## src/rtl/ps2_pkg.sv

```systemverilog
// Shared PS/2 definitions: frame geometry, host-transmit state encoding and parity helper.
package ps2_pkg;

  localparam int PS2_DATA_BITS  = 8;
  localparam int PS2_FRAME_BITS = 11;

  typedef enum logic [2:0] {
    IDLE      = 3'd0,
    INHIBIT   = 3'd1,
    REQ       = 3'd2,
    SEND      = 3'd3,
    ACK       = 3'd4,
    WAIT_IDLE = 3'd5
  } tx_state_e;

  function automatic logic odd_parity(input logic [PS2_DATA_BITS-1:0] d);
    return ~^d;
  endfunction

endpackage

```

## src/rtl/ps2_clk_filter.sv

```systemverilog
// PS/2 clock glitch filter with a one-cycle falling-edge pulse; shared by the host transmitter
// and the keyboard receiver.
module ps2_clk_filter #(
  parameter int FILTER_LEN = 8
) (
  input  logic clk,
  input  logic rst,
  input  logic ps2c_in,
  output logic level,
  output logic fall_edge
);

  logic [FILTER_LEN-1:0] sr_q;
  logic [FILTER_LEN-1:0] sr_nxt;
  logic                  level_q;
  logic                  level_d_q;
  logic                  fall_q;

  assign sr_nxt = {sr_q[FILTER_LEN-2:0], ps2c_in};

  // Level only moves once the whole window agrees; anything shorter is treated as a glitch.
  always_ff @(posedge clk) begin
    if (rst) begin
      sr_q      <= '1;
      level_q   <= 1'b1;
      level_d_q <= 1'b1;
      fall_q    <= 1'b0;
    end else begin
      sr_q <= sr_nxt;
      if (&sr_nxt)
        level_q <= 1'b1;
      else if (~|sr_nxt)
        level_q <= 1'b0;
      level_d_q <= level_q;
      fall_q    <= level_d_q & ~level_q;
    end
  end

  assign level     = level_q;
  assign fall_edge = fall_q;

endmodule

```

## src/rtl/ps2_host_tx.sv

```systemverilog
// PS/2 host-to-device command transmitter (inhibit, request-to-send, 10 bits out, ACK check).
// Optional watchdog for a silent/unplugged device: define PS2_TX_TIMEOUT_EN.
//
// state     | meaning
// IDLE      | lines released, waiting for start
// INHIBIT   | host holds ps2c low
// REQ       | host holds ps2c and ps2d low (start bit), then releases ps2c
// SEND      | device clocks; data, parity, then stop (ps2d released)
// ACK       | waiting for the device ACK edge
// WAIT_IDLE | ACK seen, waiting for both lines to return high
module ps2_host_tx
  import ps2_pkg::*;
#(
  parameter int INHIBIT_CYCLES = 5000,
  parameter int REQ_CYCLES     = 50,
  parameter int TIMEOUT_CYCLES = 750000,
  parameter int FILTER_LEN     = 8
) (
  input  logic                     clk,
  input  logic                     rst,
  input  logic                     start,
  input  logic [PS2_DATA_BITS-1:0] din,
  input  logic                     ps2c_in,
  input  logic                     ps2d_in,
  output logic                     ps2c_oe,
  output logic                     ps2d_oe,
  output logic                     busy,
  output logic                     done_tick,
  output logic                     err_tick
);

  localparam int CNT_MAX = (INHIBIT_CYCLES > REQ_CYCLES) ? INHIBIT_CYCLES : REQ_CYCLES;
  localparam int CNT_W   = $clog2(CNT_MAX) + 1;
  localparam logic [3:0] LAST_DATA_EDGE = 4'(PS2_DATA_BITS);

  tx_state_e              state_q, state_d;
  logic [CNT_W-1:0]       cnt_q;
  logic [3:0]             bitcnt_q;
  logic [PS2_DATA_BITS:0] frame_q;
  logic                   drive_low_q;
  logic                   done_q, err_q;
  logic                   done_d, err_d;
  logic                   c_level, fall_edge;
  logic                   inhibit_tc, req_tc, timeout;

  ps2_clk_filter #(.FILTER_LEN(FILTER_LEN)) u_clk_filter (
    .clk       (clk),
    .rst       (rst),
    .ps2c_in   (ps2c_in),
    .level     (c_level),
    .fall_edge (fall_edge)
  );

  assign inhibit_tc = (cnt_q == CNT_W'(INHIBIT_CYCLES - 1));
  assign req_tc     = (cnt_q == CNT_W'(REQ_CYCLES - 1));

`ifdef PS2_TX_TIMEOUT_EN
  localparam int WD_W = $clog2(TIMEOUT_CYCLES) + 1;
  logic [WD_W-1:0] wd_q;
  logic            wd_run;

  assign wd_run = (state_q == SEND) || (state_q == ACK) || (state_q == WAIT_IDLE);

  always_ff @(posedge clk) begin
    if (rst)
      wd_q <= '0;
    else if (state_q == REQ)
      wd_q <= '0;
    else if (wd_run)
      wd_q <= wd_q + 1'b1;
  end

  assign timeout = wd_run && (wd_q == WD_W'(TIMEOUT_CYCLES - 1));
`else
  assign timeout = 1'b0;
`endif

  always_ff @(posedge clk) begin
    if (rst) begin
      state_q     <= IDLE;
      cnt_q       <= '0;
      bitcnt_q    <= '0;
      frame_q     <= '0;
      drive_low_q <= 1'b0;
      done_q      <= 1'b0;
      err_q       <= 1'b0;
    end else begin
      state_q <= state_d;
      done_q  <= done_d;
      err_q   <= err_d;
      case (state_q)
        IDLE: begin
          if (start) begin
            frame_q     <= {odd_parity(din), din};
            cnt_q       <= '0;
            drive_low_q <= 1'b0;
          end
        end
        INHIBIT: begin
          if (inhibit_tc) begin
            cnt_q       <= '0;
            drive_low_q <= 1'b1;
          end else begin
            cnt_q <= cnt_q + 1'b1;
          end
        end
        REQ: begin
          bitcnt_q <= '0;
          if (!req_tc)
            cnt_q <= cnt_q + 1'b1;
        end
        SEND: begin
          // Edges 1..9 put data then parity on the line; edge 10 lets it float high as stop.
          if (fall_edge) begin
            if (bitcnt_q <= LAST_DATA_EDGE)
              drive_low_q <= ~frame_q[bitcnt_q];
            else
              drive_low_q <= 1'b0;
            bitcnt_q <= bitcnt_q + 1'b1;
          end
        end
        default: ;
      endcase
    end
  end

  always_comb begin
    state_d = state_q;
    done_d  = 1'b0;
    err_d   = 1'b0;
    case (state_q)
      IDLE:      if (start) state_d = INHIBIT;
      INHIBIT:   if (inhibit_tc) state_d = REQ;
      REQ:       if (req_tc) state_d = SEND;
      SEND:      if (fall_edge && (bitcnt_q == LAST_DATA_EDGE + 4'd1)) state_d = ACK;
      ACK: begin
        if (fall_edge) begin
          if (ps2d_in) begin
            state_d = IDLE;
            err_d   = 1'b1;
          end else begin
            state_d = WAIT_IDLE;
          end
        end
      end
      WAIT_IDLE: begin
        if (c_level && ps2d_in) begin
          state_d = IDLE;
          done_d  = 1'b1;
        end
      end
      default:   state_d = IDLE;
    endcase
    if (timeout) begin
      state_d = IDLE;
      done_d  = 1'b0;
      err_d   = 1'b1;
    end
  end

  always_comb begin
    ps2c_oe   = (state_q == INHIBIT) || (state_q == REQ);
    ps2d_oe   = ((state_q == REQ) || (state_q == SEND)) && drive_low_q;
    busy      = (state_q != IDLE);
    done_tick = done_q;
    err_tick  = err_q;
  end

endmodule

```

## config.mk

```make
export PLATFORM = sky130hd
export DESIGN_NAME = ps2_host_tx
export DESIGN_NICKNAME = d
export VERILOG_FILES = /design/src/rtl/ps2_pkg.sv /design/src/rtl/ps2_clk_filter.sv /design/src/rtl/ps2_host_tx.sv
export SDC_FILE = /design/constraint.sdc
export NUM_CORES = 1
export LEC_CHECK = 0
export ABC_AREA = 1
export CORE_MARGIN = 5
export CORE_UTILIZATION = 50
export CTS_CLUSTER_DIAMETER = 60
export DETAILED_ROUTE_END_ITERATION = 10
export PLACE_DENSITY = 0.67
export REMOVE_ABC_BUFFERS = 1
export SLEW_MARGIN = 5
export SYNTH_ARGS = -nofsm -noshare
export SYNTH_HDL_FRONTEND = slang
export SYNTH_SLANG_ARGS = --single-unit
```

## constraint.sdc

```tcl
create_clock -name clk -period 2.2 [get_ports clk]
set_clock_uncertainty 0.15 [all_clocks]
set_input_delay 0.33 -clock clk [delete_from_list [all_inputs] [get_ports clk]]
set_output_delay 0.33 -clock clk [all_outputs]
set_load 0.01 [all_outputs]
```

# Word level (Yosys, flattened, before mapping)
# Cells that the tools add are included.
# word_totals
ff_bits,43
in_bits,13
out_inout_bits,5
word_cells,81
# classes
n_addsub,2
order_cmp,2
eq_ne,16
n_mux,23
bitwise,6
reduce_logical,21
# ops
op,count
two-way mux 14 bit,3
one-hot mux 14 bit (3 select lines),1
two-way mux 3 bit,7
one-hot mux 3 bit (6 select lines),1
adder 14 x 1 -> 14 bit (second input constant),1
== test 14 x 13 -> 1 bit (second input constant),1
== test 14 x 6 -> 1 bit (second input constant),1
!= test 2 bit (second input constant),6
nonzero test 3 bit,3
one-hot mux 4 bit (2 select lines),1
AND reduction 8 bit,1
OR reduction 8 bit,1
XNOR reduction 8 bit,1
two-way mux 1 bit,7
== test 3 x 2 -> 1 bit (second input constant),2
== test 3 bit (second input constant),2
AND reduction 6 bit,1
< comparator 4 x 5 -> 1 bit (second input constant),1
inverter 1 bit,5
adder 4 x 1 -> 4 bit (second input constant),1
binary-select mux 1 bit (select 4 bit),1
== test 4 bit (second input constant),1
less-or-equal comparator 4 bit (second input constant),1
two-way mux 4 bit,1
13 further kinds,19

# Depth between registers and ports, before layout
# Gate-level depths: netlist of the first run.
# logic_depth
ltp_word,6
mapped_depth,14
mapped_depth_nobuf,13

# Hierarchy
# From an unflattened synthesis of the first run, not the netlist that was laid out.
# hier_totals
hier_cells,364
hier_area_um2,2396.0
# modules_own_cells
module,n_inst,cells_per_inst,area_each_um2,seq_area_each_um2
ps2_host_tx,1,329,2074.5,660.6
ps2_clk_filter,1,35,321.6,200.2

# Least setup slack after synthesis of the first run
# OpenSTA, ideal clock, no wires.
# synth_path
path_kind,register -> register
from,reg cnt_q[0]
to,reg state_q[1]
setup_ns,0.113
arrival_ns,1.384
required_time_ns,1.937
setup_slack_ns,0.553
path_stages_with_launch,13
path_buffers,0
synth_period_minus_slack_ns,1.647
cell_sequence,dfxtp_1 -> ha_1 -> nand2_1 -> inv_1 -> nand2_1 -> nor2_1 -> nand2_1 -> nand2_2 -> nand2_1 -> nor2_2 -> nand2_1 -> nand2_1 -> nor2_1
# synth_via
elab_chain_cells,3
word_cells_on_any_way,5
classes_between,4 x eq/ne; 1 x reduce/logical
# synth_rtl
item,line,text
start: declaration,ps2_host_tx.sv:37,logic [CNT_W-1:0] cnt_q;
start signal: assignment,ps2_host_tx.sv:104,cnt_q <= cnt_q + 1'b1;
start signal: assignment,ps2_host_tx.sv:110,cnt_q <= cnt_q + 1'b1;
== test 14 x 6 -> 1 bit / == test 14 x 13 -> 1 bit (equally long branches),"ps2_host_tx.sv:55, ps2_host_tx.sv:54",
!= test 2 bit (no line),--,
AND reduction 6 bit (no line) *,--,
end signal: assignment,ps2_host_tx.sv:88,state_q <= state_d;
end: declaration,ps2_host_tx.sv:36,"tx_state_e state_q, state_d;"
# Mark *: on every way between the ends. The rest lies on a longest branch, timed or not.
# A chain may end at the register's enable or synchronous reset.

# Worst setup path in the final report of the first run
# layout_path
from,reg state_q[0]
to,out busy
# layout_via
elab_chain_cells,1
# layout_rtl
item,line,text
nonzero test 3 bit,ps2_host_tx.sv:164,busy = (state_q != IDLE);
end: declaration,ps2_host_tx.sv:27,"output logic busy,"
# No other way between the ends.

==> impl_metrics.csv, run 1 <==
group,metric,value,unit
grt,grt_pass1_vias,2361,
floorplanning,die_area,6359,sq um
sta,post-route-period-util,92.13,%
yosys,syn_inst,370,
yosys,async_flop_share,0,%
grt,antenna_found_initial,0,
grt,met1_usage,24.53,%
detailed_routing,drt-total-wl,5.561,mm
setup_path,cp_max_fo,8,
cts,clkSinkCount,43,
sta,setup_viol,0,
yosys,synth_top_cell_by_area,"dfxtp_1",
grt,use_met2,33.97,%
cts,clockRootBuffer,"clkbuf_8",
sta,max_slew_margin,70.52,%
min_path,hp-start,"u_clk_filter.level_d_q",
setup_path,required,1.72,ns
sta,hold_violations,0,
min_path,worst_hold_path_type,"register to register",
floorplanning,die_h,79.75,um
setup_path,regToRegSetupSlack,0.37,ns
setup_path,cp-end-kind,"output pin",
detailed_routing,ant_nets,0,
yosys,synth_area_per_cell,6.574,sq um
min_path,hold_depth,2,
power,irDropWorstVdd,489.2,uV
yosys,synth.area.top_cells,"dfxtp_1, nand2_1, nand3_1, nor2_1, inv_1",
setup_path,path_class,"register to output pin",
floorplanning,ios,18,
yosys,synth_edf_count,0,
setup_path,r2r_start,"state_q[0]",
cts,cts_tree,"done",
min_path,hold_end,"u_clk_filter.fall_edge",
final_layout,fin_util,59.58,%
run,drv_cap,0,
grt,overflow,0,
sta,period_minus_slack,2.027,ns
final_layout,num_antenna_cells,0,
yosys,yosysMostFrequentCell,"nand2_1",
place,gp_congestion,0.9018,
floorplanning,core,4723,sq um
sta,finalHoldWorstSlack,0.2691,ns
power,p_total,2.580,mW
place,pre_cts_slack,0.2633,ns
cts,clockBufferDepth,2,
yosys,synth_mux_area_share,0,%
cts,cts_buffers,5,
detailed_routing,via_count,2347,
place,hpwl,4.177,mm
grt,grt_pass1_wl,10.14,mm
yosys,syn_area,2432,sq um
run_status,outcome,"completed",
yosys,ys_seq_area_share,35.39,%
detailed_routing,route.detailed.drc,0,
yosys,synth-xor-area-share,2.881,%
floorplanning,rows,25,
floorplanning,start_util,51.50,%
yosys,synth-simple-area-share,40.95,%
setup_path,r2r-end,"cnt_q[9]",
yosys,yosys.area_share.adder,2.572,%
grt,grt.busiest_layer,"met2",
detailed_routing,dr.pass1.iters,4,
sta,worst_slew_pin_slew,0.4417,ns
yosys,synth_compound_area_share,9.105,%
place,io_buffers,17,
yosys,yosys_warnings,0,
cts,ctsHoldBuffers,0,
cts,clk_pin_slew,0.09,ns
detailed_routing,dr.first_iter.drc_count,112,
setup_path,rr_worst_depth,9,
detailed_routing,routedWlPerCell,12.04,um
final_layout,syn_to_final_growth,15.69,%
sta,maxSlewViolCount,0,
yosys,ys_ff_latch,43,
setup_path,cp-start-kind,"register",
final_layout,finalNetCount,412,
setup_path,cp_data_arrival_time,1.55,ns
grt,grt_max_degree,29,
sta,rsz0062_at_grt,"false",
power,leakage,1.126,nW
grt,gr-usage-met3,3.837,%
grt,grt.total_usage,19.74,%
final_layout,drive_gt1_share,10.89,%
cts,clock_latency,0.30,ns
sta,max_freq,493.4,MHz
floorplanning,die_w,79.75,um
sta,setup-tns-final,0,ns
yosys,synth_top_family_by_area,"simple AND/OR/NAND/NOR gates",
yosys,yosysTopAreaCellShare,35.39,%
sta,setup_ws,0.1731,ns
yosys,synthTopCellsByCount,"nand2_1, nor2_1, dfxtp_1",
yosys,synth_ff_type,"dfxtp_1",
cts,h-tree-depth,2,
yosys,yosysUniqueCellTypes,25,
power,power_density,916.8,nW/um^2
detailed_routing,drt-vias-per-instance,5.080,
cell families after synthesis:
logic type,after synthesis
and+or+nand+nor,219
buffers and inverters,53
DFF,43
AOI/OAI and AO/OA,42
xor gates and xnor gates,8
adders and majority gates,5
metal layers:
| layer | up-vias | share of wire [%] |
|---|---|---|
| met3 | 9 | 3.3 |
| met5 | - | 0 |
| met4 | 0 | 1.9 |
| met1 | 1054 | 47 |
| li1 | 1247 | - |
| met2 | 37 | 48 |
report_power, final:
group	internal, mW	switching [mW]	leakage, nW
clock	0.338	0.288	0.0581
sequential	0.865	0.0841	0.351
combinational	0.361	0.644	0.717
total	1.56	1.02	1.13
state kept, by name, summed over array words and instances, names as in the netlist:
| register | count |
|---|---|
| err_tick | 1 |
| u_clk_filter.sr_q | 7 |
| frame_q | 9 |
| state_q | 3 |
| cnt_q | 14 |
| drive_low_q | 1 |
| done_tick | 1 |
| u_clk_filter.fall_edge | 1 |
| u_clk_filter.level | 1 |
| u_clk_filter.level_d_q | 1 |
| bitcnt_q | 4 |
layout by cell type (no fill, tap or decap), types with 3 or more instances in the layout:
master            n
nand2_1          96
nor2_1           45
dfxtp_1          40
inv_1            39
nand3_1          34
a21oi_1          26
clkdlybuf4s50_1  16
nand4_1          12
o21ai_0          12
nor3_1            9
or2_2             8
xnor2_1           7
buf_4             7
inv_2             5
ha_1              5
clkbuf_8          5
nor4_1            4
nand2_4           3
nand2_2           3
nor2_2            3
o211ai_1          3
worst max-delay path by stage:
stage,startpoint,to,cells past startpoint
after global placement,state_q[1],ps2c_oe,5
after floorplan,state_q[0],cnt_q[9],12
after detailed placement,state_q[0],ps2c_oe,5
after CTS,state_q[0],ps2c_oe,5
final,state_q[0],busy,3
after global routing,state_q[0],busy,3
area by class of cell:
| type | instances | area, sq um |
|---|---|---|
| Clock buffer | 5 | 68.82 |
| Clock inverter | 3 | 43.79 |
| Fill cell | 448 | 1909 |
| Inverter | 46 | 172.7 |
| Multi-Input combinational cell | 274 | 1350 |
| Sequential cell | 43 | 869.6 |
| Tap cell | 67 | 83.83 |
| Timing Repair Buffer | 24 | 225.2 |
through the flow:
stage	instances	cell area [sq um]
after floorplan	363	2384
after global placement	451	2668
after detailed placement	451	2668
after CTS	459	2784
after global routing	462	2814
final	462	2814
critical path: stages (launching register included):
cell             delay, ns
dfxtp_4               0.38
nor3_2                0.31
inv_1                 0.07
clkdlybuf4s50_1       0.49
timing repair:
item                       4_1_cts  5_1_grt
gates resized for setup          3        3
gates cloned                     0        0
setup buffers                    0        3
pin swaps                        0        1
setup endpoints to repair        1        1
No activity file was read; power rests on OpenSTA's default activity.
==> run 2: changes to the inputs <==
--- a/config.mk
+++ b/config.mk
@@ -10,7 +10,7 @@
 export CORE_UTILIZATION = 50
 export CTS_CLUSTER_DIAMETER = 60
 export DETAILED_ROUTE_END_ITERATION = 10
-export PLACE_DENSITY = 0.67
+export PLACE_DENSITY = 0.7
 export REMOVE_ABC_BUFFERS = 1
 export SLEW_MARGIN = 5
 export SYNTH_ARGS = -nofsm -noshare
==> constraint.sdc (replaced) <==
create_clock -name clk -period 2.35 [get_ports clk]
set_clock_uncertainty 0.15 [all_clocks]
set_input_delay 0.3525 -clock clk [delete_from_list [all_inputs] [get_ports clk]]
set_output_delay 0.3525 -clock clk [all_outputs]
set_load 0.01 [all_outputs]
==> impl_metrics.csv, run 2 (same netlist as run 1, synthesis figures left out) <==
group,metric,value,unit
detailed_routing,via_count,2373,
place,io_buffers,17,
floorplanning,core,4723,sq um
run_status,outcome,"completed",
cts,cts_setup_buffers,0,
detailed_routing,dr.first_iter.drc_count,114,
floorplanning,die_h,79.75,um
sta,max_freq,447.0,MHz
sta,period_minus_slack,2.237,ns
sta,post-route-period-util,95.20,%
floorplanning,rows,25,
grt,met1_usage,25.45,%
final_layout,num_antenna_cells,0,
grt,overflow,0,
sta,maxSlewViolCount,0,
setup_path,cp-start-kind,"register",
place,hpwl,4.238,mm
final_layout,top_regs,"cnt_q: 14 flops, frame_q: 9 flops, u_clk_filter.sr_q: 7 flops",
setup_path,path_class,"register to output pin",
cts,ctsHoldBuffers,0,
detailed_routing,routedWlPerCell,12.14,um
final_layout,syn_to_final_growth,15.12,%
power,power_density,876.8,nW/um^2
setup_path,required,1.85,ns
setup_path,cp-end-kind,"output pin",
power,leakage,1.104,nW
grt,grt_max_degree,17,
cts,clockRootBuffer,"clkbuf_8",
detailed_routing,route.detailed.drc,0,
cts,clockBufferDepth,2,
setup_path,regToRegSetupSlack,0.44,ns
sta,setup-tns-final,0,ns
final_layout,drive_gt1_share,9.184,%
cts,clk_pin_slew,0.08,ns
floorplanning,die_area,6359,sq um
grt,grt.total_usage,19.45,%
run,drv_cap,0,
grt,antenna_found_initial,0,
sta,max_slew_margin,71.19,%
final_layout,final_common_cell,"nand2_1",
place,place_inst,451,
power,irDropWorstVdd,609.4,uV
final_layout,final_cell_mix,"nand2_1, nor2_1, dfxtp_1",
final_layout,fin_util,59.28,%
grt,gr-usage-met3,3.612,%
cts,cts_buffers,5,
grt,use_met2,32.14,%
cts,clkSinkCount,43,
grt,grt_pass1_wl,9.853,mm
sta,hold_violations,0,
final_layout,finalNetCount,409,
setup_path,cp_max_fo,9,
detailed_routing,drt-vias-per-instance,5.170,
cts,cts_tree,"done",
cts,clock_latency,0.29,ns
detailed_routing,dr.pass1.iters,5,
sta,worst_slew_pin_slew,0.4317,ns
place,gp_congestion,0.8757,
detailed_routing,drt-total-wl,5.570,mm
floorplanning,ios,18,
floorplanning,start_util,51.50,%
cts,h-tree-depth,2,
sta,finalHoldWorstSlack,0.2626,ns
detailed_routing,ant_nets,0,
grt,grt_pass1_vias,2175,
final_layout,fin_cells,459,
sta,rsz0062_at_grt,"false",
floorplanning,die_w,79.75,um
setup_path,cp_data_arrival_time,1.73,ns
sta,setup_viol,0,
cts,post_cts_resized,0,
min_path,worst_hold_path_type,"register to register",
final_layout,largest_reg_flops,14,
final_layout,top_register,"cnt_q",
grt,grt.busiest_layer,"met2",
run 2: cell count changes in the layout (fill, tap and decap cells not counted), sizes merged:
cell	before	now
buf	7	4
clkdlybuf4s50	16	17
bufinv	1	2
dlymetal6s2s	1	0
clkbuf	5	6
clkinv	4	2
run 2: metal layers:
metal  vias to the layer above  share of wire [%]
li1                       1233                  -
met1                      1089                 48
met2                        41                 47
met3                        10                3.2
met4                         0                1.6
met5                         -                  0
run 2: layout make-up:
cell class	count	area, sq um
tap	67	83.83
sequential	43	860.8
clock inverter	2	60.06
clock buffer	6	72.57
fill	462	1923
inverter	46	172.7
multi-input combinational	274	1350
timing repair buffer	21	200.2
run 2: where the power goes:
group	switching (mW)	total (mW)	internal, mW
clock	0.247	0.672	0.425
sequential	0.0692	0.867	0.798
combinational	0.599	0.916	0.317
run 2: per-stage QoR:
stage	area [sq um]	setup slack, ns	power [mW]
global placement	2668	0.4542	1.778
global route	2800	0.01446	2.648
finish	2800	0.1129	2.455
detailed placement	2668	0.4092	1.791
CTS	2800	0.08839	2.476
floorplan	2384	0.6407	1.532
run 2: final timing paths:
path	start	end	depth (start not counted)
max	state_q[2]	ps2c_oe	6
min	u_clk_filter.level_d_q	u_clk_filter.fall_edge	2
max reg2reg	state_q[0]	cnt_q[9]	10
min reg2reg	u_clk_filter.level_d_q	u_clk_filter.fall_edge	2
run 2: worst max-delay path, cell delays in order (launching register included):
cell	delay [ns]
dfxtp_1	0.40
inv_2	0.11
nand2_4	0.08
nor2_8	0.15
inv_2	0.08
nand2_2	0.08
clkdlybuf4s50_1	0.54
